===== src/rtl/psum_accumulator_if.sv =====
// Stream and control bundle for psum_accumulator: partial-sum input strobes,
// finished-sum valid/ready output and status flags.
interface psum_accumulator_if #(
  parameter int PSUM_W = 24,
  parameter int ACC_W  = 32
);
  logic                     start_conv;
  logic                     p_valid;
  logic                     last_channel;
  logic                     end_conv;
  logic signed [PSUM_W-1:0] psum_in;
  logic signed [ACC_W-1:0]  out_data;
  logic                     out_valid;
  logic                     out_ready;
  logic                     busy;
  logic                     done;
  logic                     overflow_err;

  modport master (
    output start_conv, p_valid, last_channel, end_conv, psum_in, out_ready,
    input  out_data, out_valid, busy, done, overflow_err
  );

  modport slave (
    input  start_conv, p_valid, last_channel, end_conv, psum_in, out_ready,
    output out_data, out_valid, busy, done, overflow_err
  );
endinterface


===== src/rtl/psum_accumulator.sv =====
// Channel-wise partial-sum accumulator with output FIFO and drain/done sequencing.
// Optional macro PSUM_ACC_RELU_EN clamps negative finished sums to zero on push.
module psum_accumulator #(
  parameter int TILE_LEN   = 16,
  parameter int PSUM_W     = 24,
  parameter int ACC_W      = 32,
  parameter int FIFO_DEPTH = 4
) (
  input logic               clk,
  input logic               rst_n,
  psum_accumulator_if.slave bus
);
  localparam int IDX_W = $clog2(TILE_LEN);
  localparam int PTR_W = $clog2(FIFO_DEPTH);
  localparam int CNT_W = PTR_W + 1;

  typedef enum logic [1:0] {
    IDLE  = 2'd0,
    ACCUM = 2'd1,
    DRAIN = 2'd2,
    DONE  = 2'd3
  } state_t;

  state_t                  state_r, state_nxt_s;
  logic signed [ACC_W-1:0] buf_r [TILE_LEN];
  logic [TILE_LEN-1:0]     vbit_r;
  logic [IDX_W-1:0]        idx_r, idx_nxt_s;
  logic signed [ACC_W-1:0] fifo_r [FIFO_DEPTH];
  logic [PTR_W-1:0]        wr_ptr_r, rd_ptr_r;
  logic [CNT_W-1:0]        count_r, count_nxt_s;
  logic                    overflow_r, busy_r, done_r, out_valid_r;
  logic                    busy_nxt_s, done_nxt_s;
  logic                    accept_s, proto_err_s, push_s, pop_s, push_ok_s, drop_s;
  logic                    empty_s, full_s;
  logic signed [ACC_W-1:0] psum_ext_s, sum_s;

  function automatic logic signed [ACC_W-1:0] relu_f(input logic signed [ACC_W-1:0] sum);
`ifdef PSUM_ACC_RELU_EN
    if (sum[ACC_W-1]) begin
      relu_f = {ACC_W{1'b0}};
    end else begin
      relu_f = sum;
    end
`else
    relu_f = sum;
`endif
  endfunction

  // Datapath decode: running sum, FIFO push/pop qualification and next index.
  always_comb begin
    psum_ext_s  = ACC_W'(bus.psum_in);
    sum_s       = (vbit_r[idx_r] ? buf_r[idx_r] : {ACC_W{1'b0}}) + psum_ext_s;
    empty_s     = (count_r == CNT_W'(0));
    full_s      = (count_r == CNT_W'(FIFO_DEPTH));
    accept_s    = !bus.start_conv && bus.p_valid && (state_r == ACCUM);
    proto_err_s = !bus.start_conv && bus.p_valid && (state_r != ACCUM);
    pop_s       = !bus.start_conv && bus.out_ready && !empty_s;
    push_s      = accept_s && bus.last_channel;
    // A same-cycle pop frees the slot, so a full FIFO can still take the push.
    push_ok_s   = push_s && (!full_s || pop_s);
    drop_s      = push_s && full_s && !pop_s;
    if (idx_r == IDX_W'(TILE_LEN - 1)) begin
      idx_nxt_s = {IDX_W{1'b0}};
    end else begin
      idx_nxt_s = idx_r + IDX_W'(1);
    end
    if (bus.start_conv) begin
      count_nxt_s = {CNT_W{1'b0}};
    end else begin
      count_nxt_s = count_r + CNT_W'(push_ok_s) - CNT_W'(pop_s);
    end
  end

  // State register.
  always_ff @(posedge clk or negedge rst_n) begin
    if (!rst_n) begin
      state_r <= IDLE;
    end else begin
      state_r <= state_nxt_s;
    end
  end

  // Next-state logic; start_conv restarts from any state.
  always_comb begin
    state_nxt_s = state_r;
    if (bus.start_conv) begin
      state_nxt_s = ACCUM;
    end else begin
      case (state_r)
        IDLE:    state_nxt_s = IDLE;
        ACCUM:   state_nxt_s = bus.end_conv ? DRAIN : ACCUM;
        DRAIN:   state_nxt_s = empty_s ? DONE : DRAIN;
        DONE:    state_nxt_s = IDLE;
        default: state_nxt_s = IDLE;
      endcase
    end
  end

  // Output decode of the upcoming state, registered below.
  always_comb begin
    busy_nxt_s = (state_nxt_s != IDLE);
    done_nxt_s = (state_nxt_s == DONE);
  end

  // Registered status outputs and sticky error flag.
  always_ff @(posedge clk or negedge rst_n) begin
    if (!rst_n) begin
      busy_r      <= 1'b0;
      done_r      <= 1'b0;
      out_valid_r <= 1'b0;
      overflow_r  <= 1'b0;
    end else begin
      busy_r      <= busy_nxt_s;
      done_r      <= done_nxt_s;
      out_valid_r <= (count_nxt_s != CNT_W'(0));
      if (bus.start_conv) begin
        overflow_r <= 1'b0;
      end else if (drop_s || proto_err_s) begin
        overflow_r <= 1'b1;
      end else begin
        overflow_r <= overflow_r;
      end
    end
  end

  // Accumulation buffer, entry-valid bits and column index.
  always_ff @(posedge clk or negedge rst_n) begin
    if (!rst_n) begin
      for (int i = 0; i < TILE_LEN; i++) begin
        buf_r[i] <= {ACC_W{1'b0}};
      end
      vbit_r <= {TILE_LEN{1'b0}};
      idx_r  <= {IDX_W{1'b0}};
    end else if (bus.start_conv) begin
      vbit_r <= {TILE_LEN{1'b0}};
      idx_r  <= {IDX_W{1'b0}};
    end else if (accept_s) begin
      idx_r <= idx_nxt_s;
      if (bus.last_channel) begin
        vbit_r[idx_r] <= 1'b0;
      end else begin
        vbit_r[idx_r] <= 1'b1;
        buf_r[idx_r]  <= sum_s;
      end
    end
  end

  // Output FIFO storage and pointers.
  always_ff @(posedge clk or negedge rst_n) begin
    if (!rst_n) begin
      for (int i = 0; i < FIFO_DEPTH; i++) begin
        fifo_r[i] <= {ACC_W{1'b0}};
      end
      wr_ptr_r <= {PTR_W{1'b0}};
      rd_ptr_r <= {PTR_W{1'b0}};
      count_r  <= {CNT_W{1'b0}};
    end else if (bus.start_conv) begin
      wr_ptr_r <= {PTR_W{1'b0}};
      rd_ptr_r <= {PTR_W{1'b0}};
      count_r  <= {CNT_W{1'b0}};
    end else begin
      if (push_ok_s) begin
        fifo_r[wr_ptr_r] <= relu_f(sum_s);
        wr_ptr_r         <= wr_ptr_r + PTR_W'(1);
      end
      if (pop_s) begin
        rd_ptr_r <= rd_ptr_r + PTR_W'(1);
      end
      count_r <= count_nxt_s;
    end
  end

  assign bus.out_data     = fifo_r[rd_ptr_r];
  assign bus.out_valid    = out_valid_r;
  assign bus.busy         = busy_r;
  assign bus.done         = done_r;
  assign bus.overflow_err = overflow_r;
endmodule


===== src/flat_wrapper.sv =====
// flat-port wrapper written by rule: the top's interface ports become plain ports
module psum_accumulator_flat 
#(
  parameter int TILE_LEN   = 16,
  parameter int PSUM_W     = 24,
  parameter int ACC_W      = 32,
  parameter int FIFO_DEPTH = 4
)
  (clk, rst_n, bus_start_conv, bus_p_valid, bus_last_channel, bus_end_conv, bus_psum_in, bus_out_ready, bus_out_data, bus_out_valid, bus_busy, bus_done, bus_overflow_err);
  psum_accumulator_if #(.PSUM_W(PSUM_W), .ACC_W(ACC_W)) bus_i ();
  input logic clk;
  input logic rst_n;
  input wire logic [$bits(bus_i.start_conv)-1:0] bus_start_conv;
  input wire logic [$bits(bus_i.p_valid)-1:0] bus_p_valid;
  input wire logic [$bits(bus_i.last_channel)-1:0] bus_last_channel;
  input wire logic [$bits(bus_i.end_conv)-1:0] bus_end_conv;
  input wire logic [$bits(bus_i.psum_in)-1:0] bus_psum_in;
  input wire logic [$bits(bus_i.out_ready)-1:0] bus_out_ready;
  output wire logic [$bits(bus_i.out_data)-1:0] bus_out_data;
  output wire logic [$bits(bus_i.out_valid)-1:0] bus_out_valid;
  output wire logic [$bits(bus_i.busy)-1:0] bus_busy;
  output wire logic [$bits(bus_i.done)-1:0] bus_done;
  output wire logic [$bits(bus_i.overflow_err)-1:0] bus_overflow_err;
  assign bus_i.start_conv = bus_start_conv;
  assign bus_i.p_valid = bus_p_valid;
  assign bus_i.last_channel = bus_last_channel;
  assign bus_i.end_conv = bus_end_conv;
  assign bus_i.psum_in = bus_psum_in;
  assign bus_i.out_ready = bus_out_ready;
  assign bus_out_data = bus_i.out_data;
  assign bus_out_valid = bus_i.out_valid;
  assign bus_busy = bus_i.busy;
  assign bus_done = bus_i.done;
  assign bus_overflow_err = bus_i.overflow_err;
  psum_accumulator #(.TILE_LEN(TILE_LEN), .PSUM_W(PSUM_W), .ACC_W(ACC_W), .FIFO_DEPTH(FIFO_DEPTH)) u_core (.clk(clk), .rst_n(rst_n), .bus(bus_i));
endmodule

===== config.mk =====
export PLATFORM = sky130hd
export DESIGN_NAME = psum_accumulator_flat
export DESIGN_NICKNAME = d
export VERILOG_FILES = /design/src/rtl/psum_accumulator_if.sv /design/src/rtl/psum_accumulator.sv /design/src/flat_wrapper.sv
export SDC_FILE = /design/constraint.sdc
export NUM_CORES = 1
export LEC_CHECK = 0
export ABC_AREA = 1
export ABC_CLOCK_PERIOD_IN_PS = 4300
export CORE_ASPECT_RATIO = 0.9
export CORE_MARGIN = 2
export CORE_UTILIZATION = 55
export CTS_CLUSTER_DIAMETER = 50
export CTS_CLUSTER_SIZE = 24
export DETAILED_ROUTE_END_ITERATION = 8
export PLACE_DENSITY = 0.82
export SLEW_MARGIN = 20
export SYNTH_ARGS = -nofsm -noshare
export SYNTH_HDL_FRONTEND = slang
export SYNTH_SLANG_ARGS = --single-unit
export TNS_END_PERCENT = 1

===== constraint.sdc =====
create_clock -name clk -period 4.3 [get_ports clk]
set_input_delay 0.645 -clock clk [delete_from_list [all_inputs] [get_ports clk]]
set_output_delay 0.645 -clock clk [all_outputs]
set_load 0.02 [all_outputs]

==> results.sh, run 1 <==
export IMPL_status="finished clean"
export IMPL_min_period_over_period_pct=94.9
export IMPL_path_cells="buf_12, a21oi_1, o21ai_0, a21oi_1, or2_2, nor3_1, nor2_1, ha_1, nand3_1, nand3_1, nand2_1, nand2_1, inv_1, o21bai_2, nand2_1, nand3b_1, buf_4, nand3_1, nand2_1"
export IMPL_cp_slowest_cell="dfrtp_4"
export IMPL_multi_input_area_sq_um=14000
export IMPL_worstPathArrival_ns=4.67
export IMPL_h_tree_depth=2
export IMPL_hold_viol=0
export IMPL_pin_count=67
export IMPL_drive_gt1_share_pct=7.01
export IMPL_rrSetupSlack_ns=0.22
export IMPL_slew_headroom_pct=34.4
export IMPL_r2r_start="u_core.idx_r[0]"
export IMPL_synth_top_family_by_area="simple AND/OR/NAND/NOR gates"
export IMPL_setup_slack_ns=0.218
export IMPL_leakagePower_nw=18.0
export IMPL_reg2reg_depth=19
export IMPL_num_fill_cells=5003
export IMPL_die_h_um=236
export IMPL_first_iter_violations=4794
export IMPL_maxSlewViolCount=0
export IMPL_worstMarginPinSlew_ns=0.983
export IMPL_dp_hpwl_um=60600
export IMPL_ys_async_sr_fraction_pct=100
export IMPL_numCtsBuffers=53
export IMPL_area_growth_pct=10.5
export IMPL_crit_required_ns=4.89
export IMPL_syn_nets=4237
export IMPL_cpMostUsedCell="nand2_1"
export IMPL_start_util_pct=55.3
export IMPL_max_vdd_ir_drop_uv=336
export IMPL_synthXorXnorAreaFrac_pct=0.479
export IMPL_antenna_found_initial=1
export IMPL_seqCellArea_sq_um=16800
export IMPL_synth_compound_area_share_pct=16.4
export IMPL_grt_max_degree=124
export IMPL_final_nets=4150
export IMPL_power_density_nw_per_um2=510
export IMPL_ys_types=47
export IMPL_wirelength_um=98800
export IMPL_synthAdderAreaFrac_pct=1.68
export IMPL_grt_setup_unrepaired="yes"
export IMPL_ys_flop_type="dfrtp_1"
export IMPL_drc=0
export IMPL_clk_latency_ns=0.65
export IMPL_synth_area_mux_share_pct=0
export IMPL_crit_path_max_incr_delay_ns=0.56
export IMPL_ant_nets=0
export IMPL_fmax_mhz=245
export IMPL_placementRows=85
export IMPL_cp_end_kind="flop"
export IMPL_netlist_area_sq_um=32900
export IMPL_die_x_um=262
export IMPL_via_per_inst=6.15
export IMPL_tritoncts="yes"
export IMPL_syn_inst=4163
export IMPL_cp_max_fo=119
export IMPL_ys_seq_area_share_pct=51.1
export IMPL_grtUsageTotal_pct=31.9
export IMPL_crit_type="flop to flop"
export IMPL_dpl_worst_slack_ns=0.0405
export IMPL_critPathLaunch="u_core.idx_r[0]"
export IMPL_min_period_ns=4.08
export IMPL_grt_overflow=0
export IMPL_setup_viol_count_final=0
export IMPL_finalClockSkew_ns=0.0523
export IMPL_clockRootBuffer="clkbuf_16"
export IMPL_first_global_vias=28325
export IMPL_gp_congestion=1.06
export IMPL_place_port_buffers=66
export IMPL_cts_buffer_depth=3
export IMPL_synth_edf_count=0
export IMPL_die_area_sq_um=61900
export IMPL_synth_simple_area_share_pct=23.7
export IMPL_fin_util_pct=61.1
export IMPL_cts_num_sinks=673
export IMPL_grt_pass1_wl_um=156000
export IMPL_max_cap_violations=0
export IMPL_dr_pass1_iters=8
export IMPL_avgSynthCellArea_sq_um=7.91
export IMPL_synth_seq_cells=673
export IMPL_routedWlPerCell_um=20.1
export IMPL_core_area_sq_um=59600
export IMPL_ys_warn_count=0
export IMPL_hp_class="primary input to asynchronous set/reset pin"
export IMPL_critPathLaunchType="flop"
export IMPL_worst_r2r_endpoint="u_core.buf_r[379]"
export IMPL_clk_pin_slew_ns=0.08
export IMPL_dr_total_vias=30186
[layer usage]
metal | GRT usage (%) | vias up | part of all wire (%)
li1 | - | 13523 | -
met1 | 46.3 | 14501 | 41
met2 | 46.2 | 1877 | 43
met3 | 6.62 | 285 | 12
met4 | 14.2 | 0 | 4.4
met5 | 0 | - | 0
[per-stage QoR]
stage	area (sq um)	hold WS [ns]	TNS (ns)	std cells	power, W
5_1_grt	36400	0.0825	-0.0215	4904	0.0194
2_1_floorplan	32900	0.349	0	4163	0.0107
3_5_place_dp	34400	0.460	0	4801	0.0130
3_3_place_gp	34400	0.456	0	4801	0.0129
4_1_cts	36300	0.0471	0	4904	0.0185
6_report	36400	0.0185	0	4905	0.0186
[critical path, delay by kind of cell (launching register included)]
family / cells / cell delay [ns]
compound gates: 4 / 0.56
fa+ha+maj: 1 / 0.35
buf+inv: 3 / 0.81
flops: 1 / 0.56
simple gates: 11 / 1.69
[cells in the mapped netlist, types with 17 or more instances]
master | n | area share [%]
o21ai_1 | 39 | 0.59
nand2_2 | 17 | 0.32
o22ai_1 | 140 | 2.7
nand3_1 | 260 | 4.0
buf_2 | 88 | 1.3
ha_1 | 41 | 1.6
o21ai_0 | 666 | 10
a41oi_1 | 27 | 0.72
buf_6 | 22 | 0.75
inv_2 | 21 | 0.24
inv_1 | 138 | 1.6
nor2_1 | 361 | 4.1
clkbuf_1 | 186 | 2.1
a21oi_1 | 99 | 1.5
nand2_1 | 1252 | 14
dfrtp_1 | 673 | 51
[registers in the layout (all words and copies together) (netlist names)]
| name | flops |
|---|---|
| u_core.vbit_r | 16 |
| u_core.idx_r | 4 |
| u_core.wr_ptr_r | 2 |
| u_core.rd_ptr_r | 2 |
| u_core.bus.out_valid | 1 |
| u_core.buf_r | 512 |
| u_core.bus.overflow_err | 1 |
| u_core.count_r | 3 |
| u_core.state_r | 2 |
| u_core.fifo_r | 128 |
| u_core.bus.busy | 1 |
| u_core.bus.done | 1 |
[worst max-delay path by stage]
stage,endpoint,slack (ns),cells after the start
2_1_floorplan,u_core.buf_r[16],0.99,23
3_3_place_gp,u_core.buf_r[334],0.01,20
3_5_place_dp,u_core.buf_r[334],0.04,19
4_1_cts,u_core.buf_r[334],0.14,20
5_1_grt,u_core.fifo_r[28],-0.01,25
6_report,u_core.buf_r[379],0.22,19
[cell usage in the layout (no fill, tap or decap), drive strengths merged, types with 2 or more instances in the layout]
| cell type | n |
|---|---|
| a211oi | 16 |
| a21o | 3 |
| a21oi | 100 |
| a41oi | 27 |
| and2 | 2 |
| buf | 117 |
| bufinv | 6 |
| clkbuf | 61 |
| clkdlybuf4s50 | 65 |
| clkinv | 19 |
| clkinvlp | 3 |
| dfrtp | 673 |
| fa | 2 |
| ha | 41 |
| inv | 176 |
| nand2 | 1275 |
| nand3 | 260 |
| nand3b | 7 |
| nand4 | 5 |
| nor2 | 363 |
| nor3 | 13 |
| nor3b | 2 |
| nor4 | 3 |
| o21ai | 705 |
| o21bai | 8 |
| o22ai | 140 |
| or2 | 5 |
| xnor2 | 9 |
| xor2 | 9 |
[final cells by class]
type / instances / share of cell area, %
sequential: 673 / 46.3
multi-input combinational: 3001 / 38.5
timing repair buffer: 182 / 5.51
clock buffer: 61 / 3.89
tap: 783 / 2.69
inverter: 165 / 1.75
clock inverter: 39 / 1.41
antenna: 1 / 0.00687
[repair_timing]
action	in CTS	in global routing
hold buffers	0	0
endpoints found under the setup margin	4	162
buffers inserted	3	0
gates resized for setup	1	16
[where the power goes]
group          total, W  leakage (nW)  switching, W  internal [W]
combinational   0.00573          7.93       0.00371       0.00202
sequential      0.00738          9.08      0.000364       0.00701
clock           0.00547         0.944       0.00263       0.00284
[cells by family after synthesis]
group | Yosys count
AOI/OAI and AO/OA | 1004
adders and majority gates | 43
and+or+nand+nor | 1936
buffers and inverters | 489
DFF | 673
xor gates and xnor gates | 18
Power figures use the tool's default switching activity.
==> run 2: changes to the inputs <==
- CORE_MARGIN: 2 -> 3
- SKIP_LAST_GASP: unset -> 1
==> results.sh, run 2 (same netlist as run 1, synthesis figures left out) <==
export IMPL_dr_pass1_iters=6
export IMPL_ant_nets=0
export IMPL_power_density_nw_per_um2=509
export IMPL_dp_hpwl_um=61100
export IMPL_leakagePower_nw=17.9
export IMPL_pin_count=67
export IMPL_hp_class="primary input to asynchronous set/reset pin"
export IMPL_tritoncts="yes"
export IMPL_start_util_pct=56.0
export IMPL_dr_total_vias=30062
export IMPL_crit_required_ns=4.78
export IMPL_worstMarginPinSlew_ns=0.987
export IMPL_worstPathArrival_ns=4.63
export IMPL_h_tree_depth=2
export IMPL_critPathLaunchType="flop"
export IMPL_drive_gt1_share_pct=6.75
export IMPL_antenna_found_initial=0
export IMPL_cts_setup_buffers=0
export IMPL_placed_area_sq_um=34200
export IMPL_grt_setup_unrepaired="yes"
export IMPL_die_area_sq_um=62900
export IMPL_first_global_vias=28241
export IMPL_max_vdd_ir_drop_uv=337
export IMPL_first_iter_violations=4258
export IMPL_cts_num_sinks=673
export IMPL_rrSetupSlack_ns=0.15
export IMPL_slew_headroom_pct=34.2
export IMPL_numCtsBuffers=53
export IMPL_min_period_ns=4.15
export IMPL_clockRootBuffer="clkbuf_16"
export IMPL_cp_max_fo=21
export IMPL_grt_max_degree=134
export IMPL_tns_ns=0
export IMPL_gp_congestion=1.03
export IMPL_die_h_um=238
export IMPL_final_nets=4152
export IMPL_cp_slowest_cell="dfrtp_4"
export IMPL_hold_viol=0
export IMPL_layout_commonest_cell="nand2_1"
export IMPL_die_x_um=264
export IMPL_cp_top_family="simple AND/OR/NAND/NOR gates"
export IMPL_cp_end_kind="flop"
export IMPL_critPathLaunch="u_core.idx_r[0]"
export IMPL_finalClockSkew_ns=0.0442
export IMPL_cpMostUsedCell="nand2_1"
export IMPL_cts_buffer_depth=3
export IMPL_crit_type="flop to flop"
export IMPL_critPathBufInv=5
export IMPL_r2r_start="u_core.idx_r[0]"
export IMPL_final_cell_mix="nand2_1 (1252), dfrtp_1 (670), o21ai_0 (666)"
export IMPL_worst_r2r_endpoint="u_core.buf_r[464]"
export IMPL_dpl_worst_slack_ns=0.116
export IMPL_placementRows=84
export IMPL_min_period_over_period_pct=96.5
export IMPL_grt_overflow=0
export IMPL_grtUsageTotal_pct=31.4
export IMPL_core_area_sq_um=58900
export IMPL_top_register="u_core.buf_r"
export IMPL_routedWlPerCell_um=20.6
export IMPL_maxSlewViolCount=0
export IMPL_grt_pass1_wl_um=159000
export IMPL_max_cap_violations=0
export IMPL_clk_latency_ns=0.64
export IMPL_final_area_sq_um=36200
export IMPL_clk_pin_slew_ns=0.10
export IMPL_place_port_buffers=66
export IMPL_reg2reg_depth=22
export IMPL_setup_slack_ns=0.151
export IMPL_endpoint="u_core.buf_r[464]"
export IMPL_via_per_inst=6.14
export IMPL_path_cells="inv_8, nand2_1, nand3_1, nand2_1, nand2_1, nand2_1, inv_1, nand2_1, inv_1, buf_12, a41oi_1, ha_1, fa_1, nand2_1, nand2_1, and2_1, a21oi_2, nor2_1, nor2_1, xor2_2, buf_12, o21ai_1"
export IMPL_crit_cells=22
export IMPL_wirelength_um=101000
export IMPL_drc=0
export IMPL_fin_util_pct=61.5
export IMPL_largest_register_ffs=512
export IMPL_status="finished clean"
export IMPL_fmax_mhz=241
export IMPL_n_antenna_cell=0
export IMPL_setup_viol_count_final=0
export IMPL_area_growth_pct=9.83
export IMPL_top_regs="u_core.buf_r x512, u_core.fifo_r x128, u_core.vbit_r x16"
export IMPL_crit_path_max_incr_delay_ns=0.58
-- run 2: per-layer routing --
layer | global-route usage (%) | share of wire, % | up-vias | routed length (um)
met5 | 0 | 0 | - | 0
met4 | 12.9 | 4.3 | 0 | 4300
met1 | 44.9 | 40 | 14323 | 40300
met2 | 46.3 | 43 | 1941 | 43600
li1 | - | - | 13533 | -
met3 | 7.49 | 12 | 265 | 12300
-- run 2: layout make-up --
class                      count  area, sq um
fill                        4963        22700
clock buffer                  57         1360
inverter                     165          634
timing repair buffer         184         1890
tap                          774          968
clock inverter                40          528
sequential                   673        16800
multi-input combinational   3001        14000
-- run 2: worst min path at each step --
stage / end / depth (start not counted) / slack (ns) / from
floorplan: u_core.buf_r[0] / 0 / 0.35 / rst_n
global placement: u_core.buf_r[181] / 2 / 0.46 / u_core.buf_r[181]
detailed placement: u_core.buf_r[443] / 2 / 0.46 / u_core.buf_r[443]
CTS: u_core.buf_r[142] / 1 / 0.12 / rst_n
global route: u_core.buf_r[142] / 1 / 0.14 / rst_n
finish: u_core.buf_r[142] / 1 / 0.09 / rst_n
-- run 2: stage by stage --
stage | std cells | total power, W | hold slack (ns)
global placement | 4796 | 0.0129 | 0.457
global route | 4894 | 0.0192 | 0.140
CTS | 4893 | 0.0183 | 0.115
floorplan | 4163 | 0.0107 | 0.349
detailed placement | 4796 | 0.0130 | 0.460
finish | 4894 | 0.0184 | 0.0937
-- run 2: report_power, final --
| part | total, W | switching (W) | leakage (nW) | internal [W] |
|---|---|---|---|---|
| Combinational | 0.00566 | 0.00374 | 7.88 | 0.00192 |
| Sequential | 0.00738 | 0.000368 | 9.08 | 0.00701 |
| Clock | 0.00537 | 0.00272 | 0.913 | 0.00265 |
| Total | 0.0184 | 0.00682 | 17.9 | 0.0116 |
-- run 2: repair_timing --
item                       4_1_cts  5_1_grt
hold buffers                     0        0
gates resized for setup          0        4
setup endpoints to repair        0      218
